### src/rtl/cv32e40p_pkg2_ft.sv
// ============================================================================
// cv32e40p_pkg2_ft : shared types and defaults for the FT fault manager
// Revision: 1.0
// ============================================================================
`default_nettype none

package cv32e40p_pkg2_ft;

   localparam int FTFM_N_BLK = 8;
   localparam int FTFM_CNT_W = 16;

   typedef enum logic [1:0] {
      READ_CNT     = 2'd0,
      CLEAR_CNT    = 2'd1,
      FORCE_BROKEN = 2'd2,
      OP_RSVD      = 2'd3
   } ftfm_op_e;

   typedef enum logic [1:0] {
      IDLE     = 2'd0,
      FORCE    = 2'd1,
      WAIT_ACK = 2'd2,
      RESP     = 2'd3
   } ftfm_state_e;

   // Majority-style test: true when at least two of the three replicas are set.
   function automatic logic two_of_three(input logic [2:0] t);
      return (t[0] & t[1]) | (t[0] & t[2]) | (t[1] & t[2]);
   endfunction

endpackage

`default_nettype wire

### src/rtl/cv32e40p_ft_err_counter.sv
// ============================================================================
// cv32e40p_ft_err_counter : saturating corrected-error counter with clear
// Revision: 1.0
// ============================================================================
`default_nettype none

module cv32e40p_ft_err_counter
   import cv32e40p_pkg2_ft::*;
#(
   parameter int CNT_W = FTFM_CNT_W
) (
   input  logic             clk,
   input  logic             rst_n,
   input  logic             inc_i,
   input  logic             clr_i,
   output logic [CNT_W-1:0] cnt_o
);

   logic [CNT_W-1:0] cnt_q;

   // Clear wins over a same-cycle increment.
   always_ff @(posedge clk or negedge rst_n) begin
      if (!rst_n) begin
         cnt_q <= '0;
      end else if (clr_i) begin
         cnt_q <= '0;
      end else if (inc_i && (cnt_q != '1)) begin
         cnt_q <= cnt_q + 1'b1;
      end
   end

   assign cnt_o = cnt_q;

endmodule

`default_nettype wire

### src/rtl/cv32e40p_ft_fault_manager.sv
// ============================================================================
// cv32e40p_ft_fault_manager : error counting, force-broken commands, fatal flag
// Optional counters: define CV32E40P_FT_ERR_COUNTERS_EN
// Revision: 1.0
// ============================================================================
`default_nettype none

module cv32e40p_ft_fault_manager
   import cv32e40p_pkg2_ft::*;
#(
   parameter int N_BLK       = FTFM_N_BLK,
   parameter int CNT_W       = FTFM_CNT_W,
   parameter int ACK_TIMEOUT = 8
) (
   input  logic                                        clk,
   input  logic                                        rst_n,
   input  logic [N_BLK-1:0]                            err_detected_i,
   input  logic [N_BLK-1:0]                            err_corrected_i,
   input  logic [3*N_BLK-1:0]                          is_broken_i,
   output logic [3*N_BLK-1:0]                          set_broken_o,
   input  logic                                        cmd_valid_i,
   output logic                                        cmd_ready_o,
   input  logic [1:0]                                  cmd_op_i,
   input  logic [((N_BLK > 1) ? $clog2(N_BLK) : 1)-1:0] cmd_blk_i,
   input  logic [1:0]                                  cmd_rep_i,
   output logic                                        resp_valid_o,
   input  logic                                        resp_ready_i,
   output logic [CNT_W-1:0]                            resp_data_o,
   output logic                                        resp_err_o,
   output logic                                        fatal_o
);

   localparam int BLK_W = (N_BLK > 1) ? $clog2(N_BLK) : 1;
   localparam int NR    = 3 * N_BLK;
   localparam int TO_W  = $clog2(ACK_TIMEOUT + 1);

   ftfm_state_e      state_q, state_d;
   logic [BLK_W-1:0] blk_q, blk_d;
   logic [1:0]       rep_q, rep_d;
   logic [TO_W-1:0]  timer_q, timer_d;
   logic [CNT_W-1:0] resp_data_q, resp_data_d;
   logic             resp_err_q, resp_err_d;
   logic             fatal_q;
   logic             fatal_evt;
   logic [NR-1:0]    sel_onehot;
   logic             ack;

   assign sel_onehot = NR'(1) << (3 * int'(blk_q) + int'(rep_q));
   assign ack        = |(is_broken_i & sel_onehot);

`ifdef CV32E40P_FT_ERR_COUNTERS_EN
   logic [N_BLK-1:0][CNT_W-1:0] cnt;
   logic [CNT_W-1:0]            rd_cnt;
   logic                        clr_req;

   for (genvar b = 0; b < N_BLK; b++) begin : g_cnt
      cv32e40p_ft_err_counter #(
         .CNT_W (CNT_W)
      ) u_cnt (
         .clk   (clk),
         .rst_n (rst_n),
         .inc_i (err_corrected_i[b]),
         .clr_i (clr_req && (int'(cmd_blk_i) == b)),
         .cnt_o (cnt[b])
      );
   end

   always_comb begin
      rd_cnt = '0;
      for (int b = 0; b < N_BLK; b++) begin
         if (int'(cmd_blk_i) == b) rd_cnt = cnt[b];
      end
   end
`endif

   always_comb begin
      fatal_evt = 1'b0;
      for (int b = 0; b < N_BLK; b++) begin
         if (err_detected_i[b] && !err_corrected_i[b]) fatal_evt = 1'b1;
         if (two_of_three(is_broken_i[3*b +: 3]))      fatal_evt = 1'b1;
      end
   end

   always_comb begin
      state_d     = state_q;
      blk_d       = blk_q;
      rep_d       = rep_q;
      timer_d     = timer_q;
      resp_data_d = resp_data_q;
      resp_err_d  = resp_err_q;
`ifdef CV32E40P_FT_ERR_COUNTERS_EN
      clr_req     = 1'b0;
`endif
      case (state_q)
         IDLE: begin
            if (cmd_valid_i) begin
               // Every accepted command defaults to an error response; valid ones override.
               blk_d       = cmd_blk_i;
               rep_d       = cmd_rep_i;
               timer_d     = '0;
               resp_data_d = '0;
               resp_err_d  = 1'b1;
               state_d     = RESP;
               if ((int'(cmd_blk_i) < N_BLK) && (cmd_rep_i != 2'd3)) begin
                  case (ftfm_op_e'(cmd_op_i))
                     READ_CNT: begin
`ifdef CV32E40P_FT_ERR_COUNTERS_EN
                        resp_data_d = rd_cnt;
                        resp_err_d  = 1'b0;
`endif
                     end
                     CLEAR_CNT: begin
`ifdef CV32E40P_FT_ERR_COUNTERS_EN
                        clr_req     = 1'b1;
                        resp_err_d  = 1'b0;
`endif
                     end
                     FORCE_BROKEN: state_d = FORCE;
                     default: ;
                  endcase
               end
            end
         end
         FORCE: state_d = WAIT_ACK;
         WAIT_ACK: begin
            if (ack) begin
               state_d    = RESP;
               resp_err_d = 1'b0;
            end else if (timer_q == TO_W'(ACK_TIMEOUT - 1)) begin
               state_d    = RESP;
               resp_err_d = 1'b1;
            end else begin
               timer_d = timer_q + 1'b1;
            end
         end
         RESP: begin
            if (resp_ready_i) state_d = IDLE;
         end
         default: state_d = IDLE;
      endcase
   end

   always_ff @(posedge clk or negedge rst_n) begin
      if (!rst_n) begin
         state_q     <= IDLE;
         blk_q       <= '0;
         rep_q       <= '0;
         timer_q     <= '0;
         resp_data_q <= '0;
         resp_err_q  <= 1'b0;
         fatal_q     <= 1'b0;
      end else begin
         state_q     <= state_d;
         blk_q       <= blk_d;
         rep_q       <= rep_d;
         timer_q     <= timer_d;
         resp_data_q <= resp_data_d;
         resp_err_q  <= resp_err_d;
         fatal_q     <= fatal_q | fatal_evt;
      end
   end

   assign cmd_ready_o  = rst_n && (state_q == IDLE);
   assign resp_valid_o = (state_q == RESP);
   assign set_broken_o = (state_q == FORCE) ? sel_onehot : '0;
   assign resp_data_o  = resp_data_q;
   assign resp_err_o   = resp_err_q;
   assign fatal_o      = fatal_q;

endmodule

`default_nettype wire

### config.mk
export PLATFORM = sky130hd
export DESIGN_NAME = cv32e40p_ft_fault_manager
export DESIGN_NICKNAME = d
export VERILOG_FILES = /design/src/rtl/cv32e40p_pkg2_ft.sv /design/src/rtl/cv32e40p_ft_err_counter.sv /design/src/rtl/cv32e40p_ft_fault_manager.sv
export SDC_FILE = /design/constraint.sdc
export NUM_CORES = 1
export LEC_CHECK = 0
export CAP_MARGIN = 20
export CELL_PAD_IN_SITES_DETAIL_PLACEMENT = 1
export CELL_PAD_IN_SITES_GLOBAL_PLACEMENT = 2
export CORE_ASPECT_RATIO = 0.8
export CORE_MARGIN = 4
export CORE_UTILIZATION = 20
export DETAILED_ROUTE_END_ITERATION = 7
export GPL_TIMING_DRIVEN = 0
export PLACE_DENSITY_LB_ADDON = 0.1
export SLEW_MARGIN = 20
export SYNTH_ARGS = -nofsm -noshare
export SYNTH_HDL_FRONTEND = slang
export SYNTH_SLANG_ARGS = --single-unit
### constraint.sdc
create_clock -name clk -period 4.1 [get_ports clk]
set_clock_uncertainty 0.15 [all_clocks]
set_input_delay 0.82 -clock clk [delete_from_list [all_inputs] [get_ports clk]]
set_output_delay 0.82 -clock clk [all_outputs]
set_load 0.01 [all_outputs]
==> qor.yml, run 1 <==
status: "finished clean"
overflow: 0
antenna_left: 0
cp.arrival_ns: 2.96
die_area_sq_mm: 0.009614
num-fill-cells: 1001
finalCritPeriodShare: 0.9577
die_w_microns: 108.6
synthTopCellsByArea: "dfrtp_1 (20%), buf_4 (8.3%), ha_1 (7.7%)"
syn_inst: 205
yosysTopAreaCellShare: 0.2008
cts-root-buf: "clkbuf_8"
finalHoldViolCount: 0
min_path_type: "register to register"
cap_violations: 0
setup_viol: 0
ys_warn_count: 0
fp.dieH_microns: 88.51
drt_pass1_iterations: 4
core-area_sq_mm: 0.007910
relSlewSlack: 0.5731
vdd_drop_max_mv: 0.3306
wl_per_cell_microns: 14.18
async_flop_share: 1.000
grt_usage: 0.1276
slew_viol_final: 0
layout-drive-gt1-share: 0.2161
critPathKind: "register to primary output"
grt_pass1_wl_microns: 9804
tightest_slew_ns: 0.6384
required_ns: 3.13
syn_area_sq_mm: 0.001620
hpwl_microns: 5073
crit_path_start_kind: "register"
num_rows: 29
io_pins: 95
cts.sinks: 13
routabilityCongestion: 0.7654
start_util: 0.2048
fmax_mhz: 254.7
yosysTopAreaCell: "dfrtp_1"
synth_flop_cell: "dfrtp_1"
cts.path.max_buffers: 2
p_per_area_mw_per_mm2: 887.4
hold_buffers: 0
synth-edff-count: 0
clk_pin_slew_worst_paths_ns: 0.06
seq_area_frac_synth: 0.2008
period_minus_slack_ns: 3.927
first_iter_violations: 42
dpl_cell_area_sq_mm: 0.002592
cts_tree: "done"
crit_path_max_fanout: 6
n_antenna_cell: 0
p_leak_nw: 1.274
num_vias: 1791
place.port_buffers: 78
ys_seq_elements: 13
antenna_found_initial: 0
insertion_delay_ns: 0.24
cts_buffers: 3
postSynthAreaPerCell_sq_um: 7.904
grt_max_degree: 15
end_kind: "primary output"
utilization: 0.3391
first_global_vias: 1902
routed_wl_microns: 5928
post-route-cell-area_sq_mm: 0.002683
area_growth_pct: 65.56
avgViaCountPerCell: 4.285
htree_num_levels: 1
fin_nets: 374
remaining_drc_errors: 0
synth_cell_type_count: 52
-- synthesized netlist by cell type, types with 2 or more instances --
cell type and number:
mux2i_1 6, a21oi_1 4, o211ai_1 2, ha_1 10, mux2_2 5, or3b_2 2, mux4_2 2, nand2b_1 3
or3_1 2, a22o_1 2, fa_1 2, nand3_1 3, o21a_1 2, a221oi_1 2, nor2b_1 3, a21o_1 3
o21ai_0 9, o22ai_1 3, nand4b_1 2, buf_4 18, inv_1 21, nand4_1 3, mux2_1 2, nor3_1 4
nand3b_2 2, nor2_1 29, dfrtp_1 13, buf_2 2, a31oi_1 2, nand2_1 20
-- metal layers --
metal	routed length, microns	global-route usage	up-vias
met5	0	0	-
met3	426	0.03720	4
met1	2882	0.1817	840
met2	2574	0.1946	57
li1	-	-	890
met4	44	0.02064	0
-- worst max-delay path: stages, from the launching register on --
cell and delay [ns]:
dfrtp_1 0.39, inv_1 0.10, fa_1 0.43, inv_2 0.08, ha_4 0.13, inv_1 0.06
fa_2 0.41, or3_4 0.41, o31ai_4 0.09, nand2_2 0.17, buf_4 0.16, nor3_1 0.11
buf_2 0.16
-- where the power goes --
| part | internal, mW | switching (mW) | leakage, nW |
|---|---|---|---|
| registers | 0.182 | 0.0411 | 0.156 |
| logic | 0.922 | 1.12 | 1.10 |
| clock network | 0.0687 | 0.0467 | 0.0228 |
-- cell type report --
cell class	count	area (sq um)	area share
Multi-Input combinational cell	164	1165	0.4342
Timing Repair Buffer	86	773.2	0.2882
Clock buffer	4	45.04	0.01679
Sequential cell	13	325.3	0.1213
Tap cell	108	135.1	0.05037
Inverter	21	78.83	0.02938
Buffer	22	160.2	0.05970
-- cells by family after synthesis --
family | share of synthesized area
XOR/XNOR | 0.005406
buffers and inverters | 0.1475
flip-flops | 0.2008
adder cells (fa/ha/maj) | 0.1081
AO/OA/AOI/OAI | 0.1792
multiplexers | 0.1135
other | 0.002314
AND/OR/NAND/NOR | 0.2433
-- flip-flops by register name (all words and copies together) (netlist names) --
register    cells
timer_q         4
blk_q           3
rep_q           2
state_q         2
fatal_o         1
resp_err_o      1
-- worst paths after layout --
path	from	end	slack [ns]	cells after the start
max reg2reg	blk_q[0]$_DFFE_PN0P_	state_q[0]$_DFFE_PN0P_	0.28	14
min reg2reg	rep_q[1]$_DFFE_PN0P_	rep_q[1]$_DFFE_PN0P_	0.35	1
max in group asynchronous	rst_n	resp_err_o$_DFFE_PN0P_	2.57	1
min in group asynchronous	rst_n	state_q[1]$_DFFE_PN0P_	0.82	1
min	rep_q[1]$_DFFE_PN0P_	rep_q[1]$_DFFE_PN0P_	0.35	1
max	blk_q[1]$_DFFE_PN0P_	set_broken_o[8]	0.17	12
-- cells in the final DEF (no fill, tap or decap), types with 4 or more instances in the layout --
| cell | instances |
|---|---|
| dfrtp_1 | 13 |
| dlygate4sd2_1 | 12 |
| o21ai_0 | 9 |
| clkdlybuf4s50_1 | 54 |
| buf_4 | 26 |
| mux2_2 | 5 |
| mux2i_1 | 6 |
| ha_1 | 9 |
| clkbuf_2 | 9 |
| nor2_1 | 29 |
| inv_1 | 20 |
| nand2_1 | 17 |
| conb_1 | 16 |
| buf_2 | 4 |
-- timing repair --
item / CTS / global route
buffers inserted: 4 / 4
pin swaps: 1 / 4
endpoints found under the setup margin: 24 / 20
resized for setup: 34 / 27
-- through the flow --
step / setup slack (ns) / hold slack [ns] / TNS, ns / power, mW / cells
finish: 0.1733 / 0.3547 / 0 / 2.381 / 418
global route: -0.007777 / 0.3820 / -0.009617 / 2.624 / 418
CTS: -0.01355 / 0.3618 / -0.01355 / 2.292 / 414
detailed placement: -0.1621 / 0.3485 / -0.9253 / 2.127 / 406
global placement: -0.1557 / 0.3426 / -0.8418 / 2.103 / 406
floorplan: 0.5959 / 0.3294 / 0 / 1.599 / 220
No activity file was read; power rests on OpenSTA's default activity.
==> inputs of run 2 (changes only) <==
Settings changed: CTS_CLUSTER_DIAMETER set to 50, PLACE_DENSITY set to 0.84, PLACE_DENSITY_LB_ADDON 0.1 to unset, SKIP_CTS_REPAIR_TIMING set to 1.
==> qor.yml, run 2 (synthesized netlist as in run 1, its figures left out) <==
ff2ff_setup_slack_ns: 0.19
post-route-cell-area_sq_mm: 0.002725
max_flop_register: "timer_q"
antenna_left: 0
dpl_cell_area_sq_mm: 0.002592
required_ns: 3.13
layout-drive-gt1-share: 0.1711
internal_power_mw: 1.115
drt_pass1_iterations: 4
period_minus_slack_ns: 3.994
p_clk_frac: 0.051
cap_violations: 0
reg_top3: "timer_q: 4 flops, blk_q: 3 flops"
cts_buffers: 3
p_sw_frac: 0.5176
slowest_delay_ns: 0.55
tightest_slew_ns: 0.6244
setup_viol: 0
critical_path.top_delay_family: "adder cells"
antenna_found_initial: 0
core-area_sq_mm: 0.007910
r2r-start: "blk_q[0]$_DFFE_PN0P_"
first_iter_violations: 76
cts.path.max_buffers: 2
power_frac_seq: 0.097
cts-root-buf: "clkbuf_8"
start_util: 0.2048
min_path_type: "register to register"
fmax_mhz: 250.3
num-fill-cells: 990
whs_endpoint: "resp_err_o$_DFFE_PN0P_"
fp.dieH_microns: 88.51
r2r-end: "state_q[0]$_DFFE_PN0P_"
p_comb_frac: 0.853
vdd_drop_max_mv: 0.3476
crit_path_max_fanout: 10
cts.sinks: 13
tns_ns: 0
largest_reg_flops: 4
cts_tree: "done"
hold_depth: 1
clk_pin_slew_worst_paths_ns: 0.06
relSlewSlack: 0.5825
slew_viol_final: 0
p_leak_nw: 1.562
layout.cells.most_common_list: "clkdlybuf4s50_1 (54), nor2_1 (28), inv_1 (21), dlymetal6s2s_1 (21), buf_4 (20)"
num_rows: 29
grt_usage: 0.1210
critPathKind: "register to primary output"
p_per_area_mw_per_mm2: 848.3
routed_wl_microns: 6134
path_buf_inv: 6
fin_nets: 368
multiInputGateArea_sq_mm: 0.001147
final_common_cell: "clkdlybuf4s50_1"
crit_path_cell_trace: "inv_1 -> fa_1 -> inv_1 -> ha_1 -> inv_1 -> fa_2 -> buf_4 -> buf_6 -> or3_4 -> nor2_1 -> dlymetal6s2s_1"
routabilityCongestion: 0.7177
p_sw_mw: 1.197
htree_num_levels: 1
first_global_vias: 1925
wl_per_cell_microns: 14.89
area_growth_pct: 68.19
finalHoldViolCount: 0
status: "finished clean"
avgViaCountPerCell: 4.306
die_w_microns: 108.6
remaining_drc_errors: 0
grt_pass1_wl_microns: 9280
cp.arrival_ns: 3.02
ff_latch_area_sq_um: 325.3
finalCritPeriodShare: 0.9743
rr_worst_depth: 14
worstHoldStart: "resp_err_o$_DFFE_PN0P_"
io_pins: 95
hpwl_microns: 5043
end_kind: "primary output"
die_area_sq_mm: 0.009614
critPathMostFrequentCell: "inv_1"
n_antenna_cell: 0
place.port_buffers: 78
crit_slowest_cell: "fa_1"
insertion_delay_ns: 0.24
overflow: 0
grt_max_degree: 15
crit_path_start_kind: "register"
num_vias: 1774
run 2: final cells by class:
class / instances / share of cell area
plain buffers: 22 / 0.05877
repair buffers: 80 / 0.3058
clock buffers: 4 / 0.01653
flip-flops and latches: 13 / 0.1194
multi-input cells: 164 / 0.4210
inverters: 21 / 0.02893
well taps: 108 / 0.04959
run 2: how the worst max path moves through the flow:
stage / start / end / cells past startpoint
global route: blk_q[0]$_DFFE_PN0P_ / set_broken_o[13] / 10
floorplan: blk_q[1]$_DFFE_PN0P_ / set_broken_o[8] / 10
CTS: blk_q[1]$_DFFE_PN0P_ / set_broken_o[8] / 11
detailed placement: blk_q[0]$_DFFE_PN0P_ / set_broken_o[8] / 11
finish: blk_q[0]$_DFFE_PN0P_ / set_broken_o[4] / 11
global placement: blk_q[1]$_DFFE_PN0P_ / set_broken_o[8] / 11
run 2: per-stage QoR:
step | cells | hold slack (ns) | worst slack (ns) | total power, mW | utilization
after floorplan | 220 | 0.3294 | 0.5959 | 1.599 | -
after global placement | 406 | 0.3481 | -0.1375 | 2.053 | 0.3277
after detailed placement | 406 | 0.3562 | -0.2266 | 2.115 | 0.3277
after CTS | 410 | 0.3712 | -0.5123 | 2.248 | 0.3334
after global routing | 412 | 0.3916 | -0.03115 | 2.518 | 0.3445
final | 412 | 0.3637 | 0.1056 | 2.312 | 0.3445
run 2: power by group through the flow:
stage / clock network (mW) / registers [mW] / logic, mW
2_1_floorplan: 0 / 0.216 / 1.38
3_3_place_gp: 0 / 0.224 / 1.83
3_5_place_dp: 0 / 0.227 / 1.89
4_1_cts: 0.119 / 0.224 / 1.90
5_1_grt: 0.125 / 0.231 / 2.16
6_report: 0.117 / 0.224 / 1.97
run 2: routing by layer:
metal	vias up	share of wire	GRT usage
met5	-	0	0
met4	0	0.0041	0.01376
met3	2	0.054	0.02480
met2	48	0.50	0.2249
met1	848	0.45	0.1491
li1	876	-	-
==> inputs of run 3 (changes only) <==
Settings changed: SYNTH_HIERARCHICAL set to 1.
==> results of run 3 <==
Final layout, timing and power as in run 2 (identical DEF).
Among the figures that moved: Yosys warning count 0 -> 6
